[src/rtl/spi_target_pkg.sv]
// Shared types and constants for the SPI mode-0 register target.
package spi_target_pkg;

  localparam int BYTE_W     = 8;
  localparam int CMD_RW_BIT = 7;
  localparam int CNT_W      = $clog2(BYTE_W);

  typedef enum logic [1:0] {
    ST_IDLE,
    ST_CMD,
    ST_WDATA,
    ST_RDATA
  } state_t;

endpackage

[src/rtl/spi_target_sync.sv]
// N-stage synchronizer for one asynchronous input, with rise/fall detection
// on the synchronized value.
module spi_target_sync #(
  parameter int N = 2
) (
  input  logic clk,
  input  logic rst,
  input  logic d,
  output logic q,
  output logic rise,
  output logic fall
);

  logic [N-1:0] chain;
  logic         prev;

  // NOTE: non-blocking assignments so each stage captures the previous
  // stage's value from before this edge, giving a true N-flop pipeline.
  always_ff @(posedge clk) begin
    if (rst) begin
      chain <= '0;
      prev  <= 1'b0;
    end else begin
      chain <= {chain[N-2:0], d};
      prev  <= chain[N-1];
    end
  end

  assign q    = chain[N-1];
  assign rise = chain[N-1] & ~prev;
  assign fall = ~chain[N-1] & prev;

endmodule

[src/rtl/spi_target.sv]
// SPI mode-0 target: oversampled SCLK/CSN/MOSI, byte-framed command protocol
// bridged to a byte-wide local register bus with auto-incrementing address.
module spi_target
  import spi_target_pkg::*;
#(
  parameter int SYNC_STAGES = 2,
  parameter int ADDR_W      = 4
) (
  input  logic              clk,
  input  logic              rst,
  input  logic              spi_csn,
  input  logic              spi_sclk,
  input  logic              spi_mosi,
  output logic              spi_miso,
  output logic              spi_miso_oe,
  output logic              wr_valid,
  output logic [ADDR_W-1:0] wr_addr,
  output logic [BYTE_W-1:0] wr_data,
  output logic              rd_req,
  output logic [ADDR_W-1:0] rd_addr,
  input  logic [BYTE_W-1:0] rd_data,
  output logic              frame_err
);

  localparam logic [CNT_W-1:0] LAST_BIT = CNT_W'(BYTE_W - 1);

  logic csn_s, csn_rise, csn_fall;
  logic sclk_q_unused, sclk_rise, sclk_fall;
  logic mosi_s, mosi_rise_unused, mosi_fall_unused;

  spi_target_sync #(.N(SYNC_STAGES)) u_sync_csn (
    .clk(clk), .rst(rst), .d(spi_csn),
    .q(csn_s), .rise(csn_rise), .fall(csn_fall)
  );

  spi_target_sync #(.N(SYNC_STAGES)) u_sync_sclk (
    .clk(clk), .rst(rst), .d(spi_sclk),
    .q(sclk_q_unused), .rise(sclk_rise), .fall(sclk_fall)
  );

  spi_target_sync #(.N(SYNC_STAGES)) u_sync_mosi (
    .clk(clk), .rst(rst), .d(spi_mosi),
    .q(mosi_s), .rise(mosi_rise_unused), .fall(mosi_fall_unused)
  );

  state_t            state_q, state_d;
  logic              armed;
  logic [CNT_W-1:0]  bit_cnt;
  logic [BYTE_W-2:0] rx_sr;
  logic [BYTE_W-1:0] tx_sr;
  logic [ADDR_W-1:0] addr;
  logic              rd_load;
  logic [BYTE_W-1:0] byte_in;
  logic              byte_done;

  // The byte being completed includes the MOSI bit sampled on this rise.
  assign byte_in   = {rx_sr, mosi_s};
  assign byte_done = sclk_rise && (bit_cnt == LAST_BIT) && (state_q != ST_IDLE);

  // NOTE: state_d gets a default before any branch so no path leaves it
  // unassigned, which would otherwise infer a latch.
  always_comb begin
    state_d = state_q;
    if (csn_rise) begin
      state_d = ST_IDLE;
    end else begin
      case (state_q)
        ST_IDLE: if (csn_fall && armed) state_d = ST_CMD;
        ST_CMD:  if (byte_done) state_d = byte_in[CMD_RW_BIT] ? ST_RDATA : ST_WDATA;
        default: ;
      endcase
    end
  end

  always_ff @(posedge clk) begin
    if (rst) state_q <= ST_IDLE;
    else     state_q <= state_d;
  end

  always_ff @(posedge clk) begin
    if (rst) begin
      armed       <= 1'b0;
      bit_cnt     <= '0;
      rx_sr       <= '0;
      tx_sr       <= '0;
      addr        <= '0;
      rd_load     <= 1'b0;
      spi_miso    <= 1'b0;
      spi_miso_oe <= 1'b0;
      wr_valid    <= 1'b0;
      wr_addr     <= '0;
      wr_data     <= '0;
      rd_req      <= 1'b0;
      rd_addr     <= '0;
      frame_err   <= 1'b0;
    end else begin
      wr_valid    <= 1'b0;
      rd_req      <= 1'b0;
      rd_load     <= rd_req;
      spi_miso_oe <= armed & ~csn_s;
      if (csn_s) armed <= 1'b1;

      if (state_q != ST_IDLE && sclk_rise) begin
        bit_cnt <= bit_cnt + CNT_W'(1);
        rx_sr   <= byte_in[BYTE_W-2:0];
      end

      if (csn_rise) begin
        // A byte finishing on the same cycle as deselect still commits.
        bit_cnt  <= '0;
        spi_miso <= 1'b0;
        if (bit_cnt != '0 && !byte_done) frame_err <= 1'b1;
        if (state_q == ST_WDATA && byte_done) begin
          wr_valid <= 1'b1;
          wr_addr  <= addr;
          wr_data  <= byte_in;
        end
      end else begin
        case (state_q)
          ST_IDLE: begin
            if (csn_fall && armed) begin
              bit_cnt   <= '0;
              frame_err <= 1'b0;
            end
          end
          ST_CMD: begin
            if (byte_done) begin
              addr <= byte_in[ADDR_W-1:0];
              if (byte_in[CMD_RW_BIT]) begin
                rd_req  <= 1'b1;
                rd_addr <= byte_in[ADDR_W-1:0];
              end
            end
          end
          ST_WDATA: begin
            if (byte_done) begin
              wr_valid <= 1'b1;
              wr_addr  <= addr;
              wr_data  <= byte_in;
              addr     <= addr + ADDR_W'(1);
            end
          end
          ST_RDATA: begin
            if (sclk_fall) begin
              spi_miso <= tx_sr[BYTE_W-1];
              tx_sr    <= {tx_sr[BYTE_W-2:0], 1'b0};
            end
            // Prefetch the next byte so it is loaded before the boundary fall.
            if (byte_done) begin
              addr    <= addr + ADDR_W'(1);
              rd_req  <= 1'b1;
              rd_addr <= addr + ADDR_W'(1);
            end
          end
          default: ;
        endcase
      end

      if (rd_load) tx_sr <= rd_data;
    end
  end

endmodule
[config.mk]
export PLATFORM = sky130hd
export DESIGN_NAME = spi_target
export DESIGN_NICKNAME = d
export VERILOG_FILES = /design/src/rtl/spi_target_pkg.sv /design/src/rtl/spi_target_sync.sv /design/src/rtl/spi_target.sv
export SDC_FILE = /design/constraint.sdc
export NUM_CORES = 1
export LEC_CHECK = 0
export BUFFER_PORTS_ARGS = -buffer_cell sky130_fd_sc_hd__buf_4
export CORE_UTILIZATION = 35
export DETAILED_ROUTE_END_ITERATION = 8
export SYNTH_ARGS = -nofsm -noshare
export SYNTH_HDL_FRONTEND = slang
export SYNTH_HIERARCHICAL = 1
export SYNTH_SLANG_ARGS = --single-unit
[constraint.sdc]
create_clock -name clk -period 1.7 [get_ports clk]
set_clock_uncertainty 0.15 [all_clocks]
set_input_delay 0.085 -clock clk [delete_from_list [all_inputs] [get_ports clk]]
set_output_delay 0.085 -clock clk [all_outputs]
set_load 0.01 [all_outputs]
Yosys cells after proc, flatten, opt, wreduce, memory -nomap -nowiden
Index checks and enable logic that the tools add are counted.
{"block": "op_classes", "addsub": 2, "eq_ne": 12, "muxes": 36, "bitwise": 10, "n_reduce_logical": 28}
{"op": "two-way mux 8 bit", "n": 8}
{"op": "two-way mux 4 bit", "n": 8}
{"op": "nonzero test 2 bit", "n": 10}
{"op": "case mux 4 bit (2 select lines)", "n": 2}
{"op": "AND reduction 3 bit", "n": 4}
{"op": "two-way mux 1 bit", "n": 11}
{"op": "two-way mux 3 bit", "n": 3}
{"op": "inequality test 2 x 1 -> 1 bit (second input constant)", "n": 4}
{"op": "inequality test 2 bit (second input constant)", "n": 4}
{"op": "logical AND 1 bit", "n": 6}
{"op": "bitwise AND 1 bit", "n": 5}
{"op": "inverter 1 bit", "n": 5}
{"op": "AND reduction 5 bit", "n": 1}
{"op": "adder 4 x 1 -> 4 bit (second input constant)", "n": 1}
{"op": "equality test 2 bit (second input constant)", "n": 2}
{"op": "two-way mux 2 bit", "n": 2}
{"op": "case mux 2 bit (2 select lines)", "n": 1}
{"op": "AND reduction 4 bit", "n": 1}
{"op": "OR reduction 2 bit", "n": 2}
{"op": "adder 3 x 1 -> 3 bit (second input constant)", "n": 1}
{"op": "equality test 3 bit (second input constant)", "n": 1}
{"op": "nonzero test 3 bit", "n": 1}
{"op": "equality test 2 x 1 -> 1 bit (second input constant)", "n": 1}
{"op": "logical NOT 2 bit", "n": 1}
{"op": "3 further kinds", "n": 3}
{"block": "totals", "ff_bits": 55, "in_bits": 13}

Depth between registers and ports, before layout
{"block": "depth", "word_depth": 8, "ltp_mapped": 6, "depth_no_buf": 5}

Modules after synthesis
Netlist, hierarchy kept.
{"mod": "spi_target", "n_inst": 1, "cells_per_inst": 228, "area_each_um2": 2001.9}
{"mod": "spi_target_sync", "n_inst": 3, "cells_per_inst": 8, "area_each_um2": 91.3}

Worst setup path after synthesis
OpenSTA, ideal clock, no wires.
{"block": "synth_timing", "path_type": "reg2reg", "startpoint": "register bit_cnt[0]", "endpoint": "register addr[3]", "arrival_ns": 1.430, "path_slack_ns": 0.002, "stages_incl_launch_ff": 6, "path_buffers": 0, "cell_sequence": "dfxtp_1 > ha_1 > ha_1 > o211ai_2 > a211o_1 > a32o_1"}
{"block": "synth_between", "elab_chain_len": 5, "word_cells_on_any_way": 6, "classes_between": "eq/ne: 3; reduce/logical: 3"}
{"element": "start, declared", "line": "spi_target.sv:48", "text": "logic [CNT_W-1:0] bit_cnt;"}
{"element": "start signal, assigned", "line": "spi_target.sv:104", "text": "bit_cnt <= bit_cnt + CNT_W'(1);"}
{"element": "equality test 3 bit (*)", "line": "spi_target.sv:58", "text": "assign byte_done = sclk_rise && (bit_cnt == LAST_BIT) && (state_q != ST_IDLE);"}
{"element": "logical AND 1 bit (*) (2 in a row)", "line": "spi_target.sv:58"}
{"element": "inequality test 2 x 1 -> 1 bit (no line) / inequality test 2 bit (equally long branches)"}
{"element": "AND reduction 4 bit (no line) (*)"}
{"element": "end signal, assigned", "line": "spi_target.sv:128", "text": "addr <= byte_in[ADDR_W-1:0];"}
{"element": "end signal, assigned", "line": "spi_target.sv:140", "text": "addr <= addr + ADDR_W'(1);"}
{"element": "end signal, assigned", "line": "spi_target.sv:150", "text": "addr <= addr + ADDR_W'(1);"}
{"element": "end, declared", "line": "spi_target.sv:51", "text": "logic [ADDR_W-1:0] addr;"}
Mark *: on every way between the ends. The rest lies on a longest branch, timed or not.
A chain may end at the register's enable or synchronous reset.

Worst setup path in the final report
{"block": "layout_timing", "startpoint": "register bit_cnt[1]", "endpoint": "register wr_data[6]"}
{"block": "layout_between", "elab_chain_len": 6, "word_cells_on_any_way": 7, "classes_between": "eq/ne: 2; reduce/logical: 5"}
{"element": "equality test 3 bit (*)", "line": "spi_target.sv:58"}
{"element": "logical AND 1 bit (*) (2 in a row)", "line": "spi_target.sv:58"}
{"element": "logical AND 1 bit", "line": "spi_target.sv:113", "text": "if (state_q == ST_WDATA && byte_done) begin"}
{"element": "inequality test 2 x 1 -> 1 bit (no line)"}
{"element": "AND reduction 3 bit (no line) (*)"}
{"element": "end signal, assigned", "line": "spi_target.sv:116", "text": "wr_data <= byte_in;"}
{"element": "end signal, assigned", "line": "spi_target.sv:139", "text": "wr_data <= byte_in;"}
{"element": "end, declared", "line": "spi_target.sv:18", "text": "output logic [BYTE_W-1:0] wr_data,"}
Marked as above.

==> run summary <==
The maximum count of clock buffers along a single path is 2. The antenna cell count came out at 0. The clock buffer count from CTS is 5. Following the worst setup path forward leads to its endpoint at wr_data[6]$_SDFFE_PP0P_. The layout cell share with drive strength beyond 1 is 24.84%. The routed length per instance came out at 12.74 µm.

The final hold violation count is 0. The via count of the first global-routing pass came out at 1777. The power density over the cells is 718.3 nW/µm². The number of antenna violations at the first check in global routing came to 0. Clock tree synthesis selected as its root buffer the cell clkbuf_8. The number of max-cap violations came out at 0.

The tightest min-delay check is of the reg2reg type. The Yosys warning count is 6. Setup repair after global routing left no endpoint under its margin.

For the worst-skew pair, the clock arrives at the later sink with an insertion delay of 0.30 ns. In this run the critical register-to-register path is captured at wr_data[6]$_SDFFE_PP0P_. The area of the mapped netlist is 2237 µm². The number of top-level design ports is 34. The detailed-route wire length is 4.854 mm.

At the end of the flow, the number of nets in the layout was 322. The total nets after synthesis is 265. The total number of vias is 1876.

The static leakage is 0.001156 µW. Timing would allow up to 613.5 MHz. The wire length of the first global-routing pass came out at 8.162 mm.

STA classifies the critical path endpoint as a register. The detailed router finished its first iteration with 85 violations. The number of failing setup endpoints in the final timing report came out at 0. At the end of the flow the core is filled with cells to 48.50%. The maximum level of the CTS H-tree came out at 2. After detailed routing, the number of vias per cell comes to 4.924. The top cell types in the final layout, fill and taps aside, are 51 x dfxtp_1, 51 x buf_4, 48 x nand2_1. The standard cell core area is 6026 µm². The worst setup path is launched from a register. The effective utilization at floorplan came out at 37.13%. The relative area change from synthesis to final layout is 30.65%. The count of final max-slew check failures is 0. TritonCTS built the clock tree. The number of cell instances on the worst register-to-register path came out at 7. At the pin with the least slew margin, the transition time is 0.4507 ns.

The total instance count after detailed placement came out at 361. The number of routed nets with antenna violations came out at 0. The design draws 2100 µW. The number of buffers added for setup after CTS came out at 0. The run finished with clean final reports.

The weighted congestion reported at the end of routability-driven placement is 0.7746. Clock-pin slew was measured on the worst setup and hold paths at 0.09 ns. The placed wire-length estimate came out at 3.283 mm. The final worst-path cycle share is 95.88%. The floorplan step set the die width to 81.95 µm. STA puts the critical path data required time at 1.79 ns. The clock period minus final worst setup slack came out at 1.630 ns. The setup check on the worst reg-to-reg path leaves a slack of 0.07 ns. For this design, the sink count on the clock tree is 55. The overall die height came out at 81.95 µm. The remaining max-slew budget at the tightest pin came out at 69.92%. After routing, the total negative slack on setup checks comes to 0 ns. After the flow finishes, the layout carries non-filler instances totaling 381. The standard-cell row count is 28. In this run the worst setup path begins at bit_cnt[1]$_SDFF_PP0_. Of all nets on the critical path, the largest fanout is 5. The worst vdd rail ir drop came out at 0.3425 mV. The startpoint identified for the worst register-to-register timing path is bit_cnt[1]$_SDFF_PP0_. The largest net degree at the start of global routing is 35. In the synthesized netlist, the number of instances is 248. The length of the first detailed-routing pass in iterations came out at 4. For this run the aggregate overflow at the end of global routing stands at 0. Global routing used 16.00% of the available tracks across all layers. The post-synthesis average cell area came out at 9.021 µm².

The area of the die is 6716 µm². The quantity of I/O buffers inserted on ports is 33. The post-route worst hold slack is 0.2917 ns. The critical path in this run is classified as reg2reg. The arrival time of the worst setup path came out at 1.72 ns.

The count of unresolved DRC violations after routing is 0.
## layer usage
metal	GRT usage, %	vias up	wire length, µm
met5	0	-	0
met1	20.73	864	2435
met4	5.263	0	80
met2	26.03	26	2217
met3	3.667	7	121
li1	-	979	-
## sequential cells by signal, summed over array words and instances (netlist names), 3 cells and up
name,count
rd_addr,4
rx_sr,7
addr,4
wr_data,8
bit_cnt,3
tx_sr,8
wr_addr,4
## metrics by stage
step | setup WS, ns | instance area (µm²)
2_1_floorplan | 0.002365 | 2237
3_3_place_gp | -0.003396 | 2668
3_5_place_dp | -0.04733 | 2668
4_1_cts | -0.01771 | 2875
5_1_grt | 0.002663 | 2923
6_report | 0.07007 | 2923
## cell type report
class / count / area [µm²]
repair buffers: 65 / 534.3
inverters: 7 / 26.28
multi-input cells: 171 / 1077
well taps: 75 / 93.84
clock inverters: 2 / 12.51
flip-flops and latches: 55 / 1106
fillers: 593 / 3103
clock buffers: 6 / 72.57
## worst min-delay path by stage
stage | startpoint | end | slack, ns | cells past startpoint
global placement | spi_sclk | u_sync_sclk/chain[0]$_SDFF_PP0_ | 0.15 | 2
finish | u_sync_mosi/chain[0]$_SDFF_PP0_ | u_sync_mosi/chain[1]$_SDFF_PP0_ | 0.29 | 1
floorplan | rst | u_sync_csn/chain[0]$_SDFF_PP0_ | 0.007 | 1
CTS | u_sync_mosi/chain[0]$_SDFF_PP0_ | u_sync_mosi/chain[1]$_SDFF_PP0_ | 0.30 | 1
detailed placement | spi_sclk | u_sync_sclk/chain[0]$_SDFF_PP0_ | 0.15 | 2
global route | u_sync_mosi/chain[0]$_SDFF_PP0_ | u_sync_mosi/chain[1]$_SDFF_PP0_ | 0.32 | 1
## where the power goes
part,switching (µW),total (µW),internal (µW)
combinational,44.4,96.6,52.3
clock,411,700,289
sequential,5.60,1300,1300
## timing repair
action / 4_1_cts / 5_1_grt
resized for setup: 1 / 14
hold endpoints to repair: 22 / 0
hold buffers: 12 / 0
setup endpoints to repair: 6 / 22
## critical path, stage by stage (launching register included)
cell     delay [ns]
dfxtp_2        0.35
ha_2           0.18
ha_4           0.16
buf_4          0.13
and4b_1        0.25
buf_4          0.15
nand2_1        0.07
a21oi_2        0.13
No activity file was read; power rests on OpenSTA's default activity.
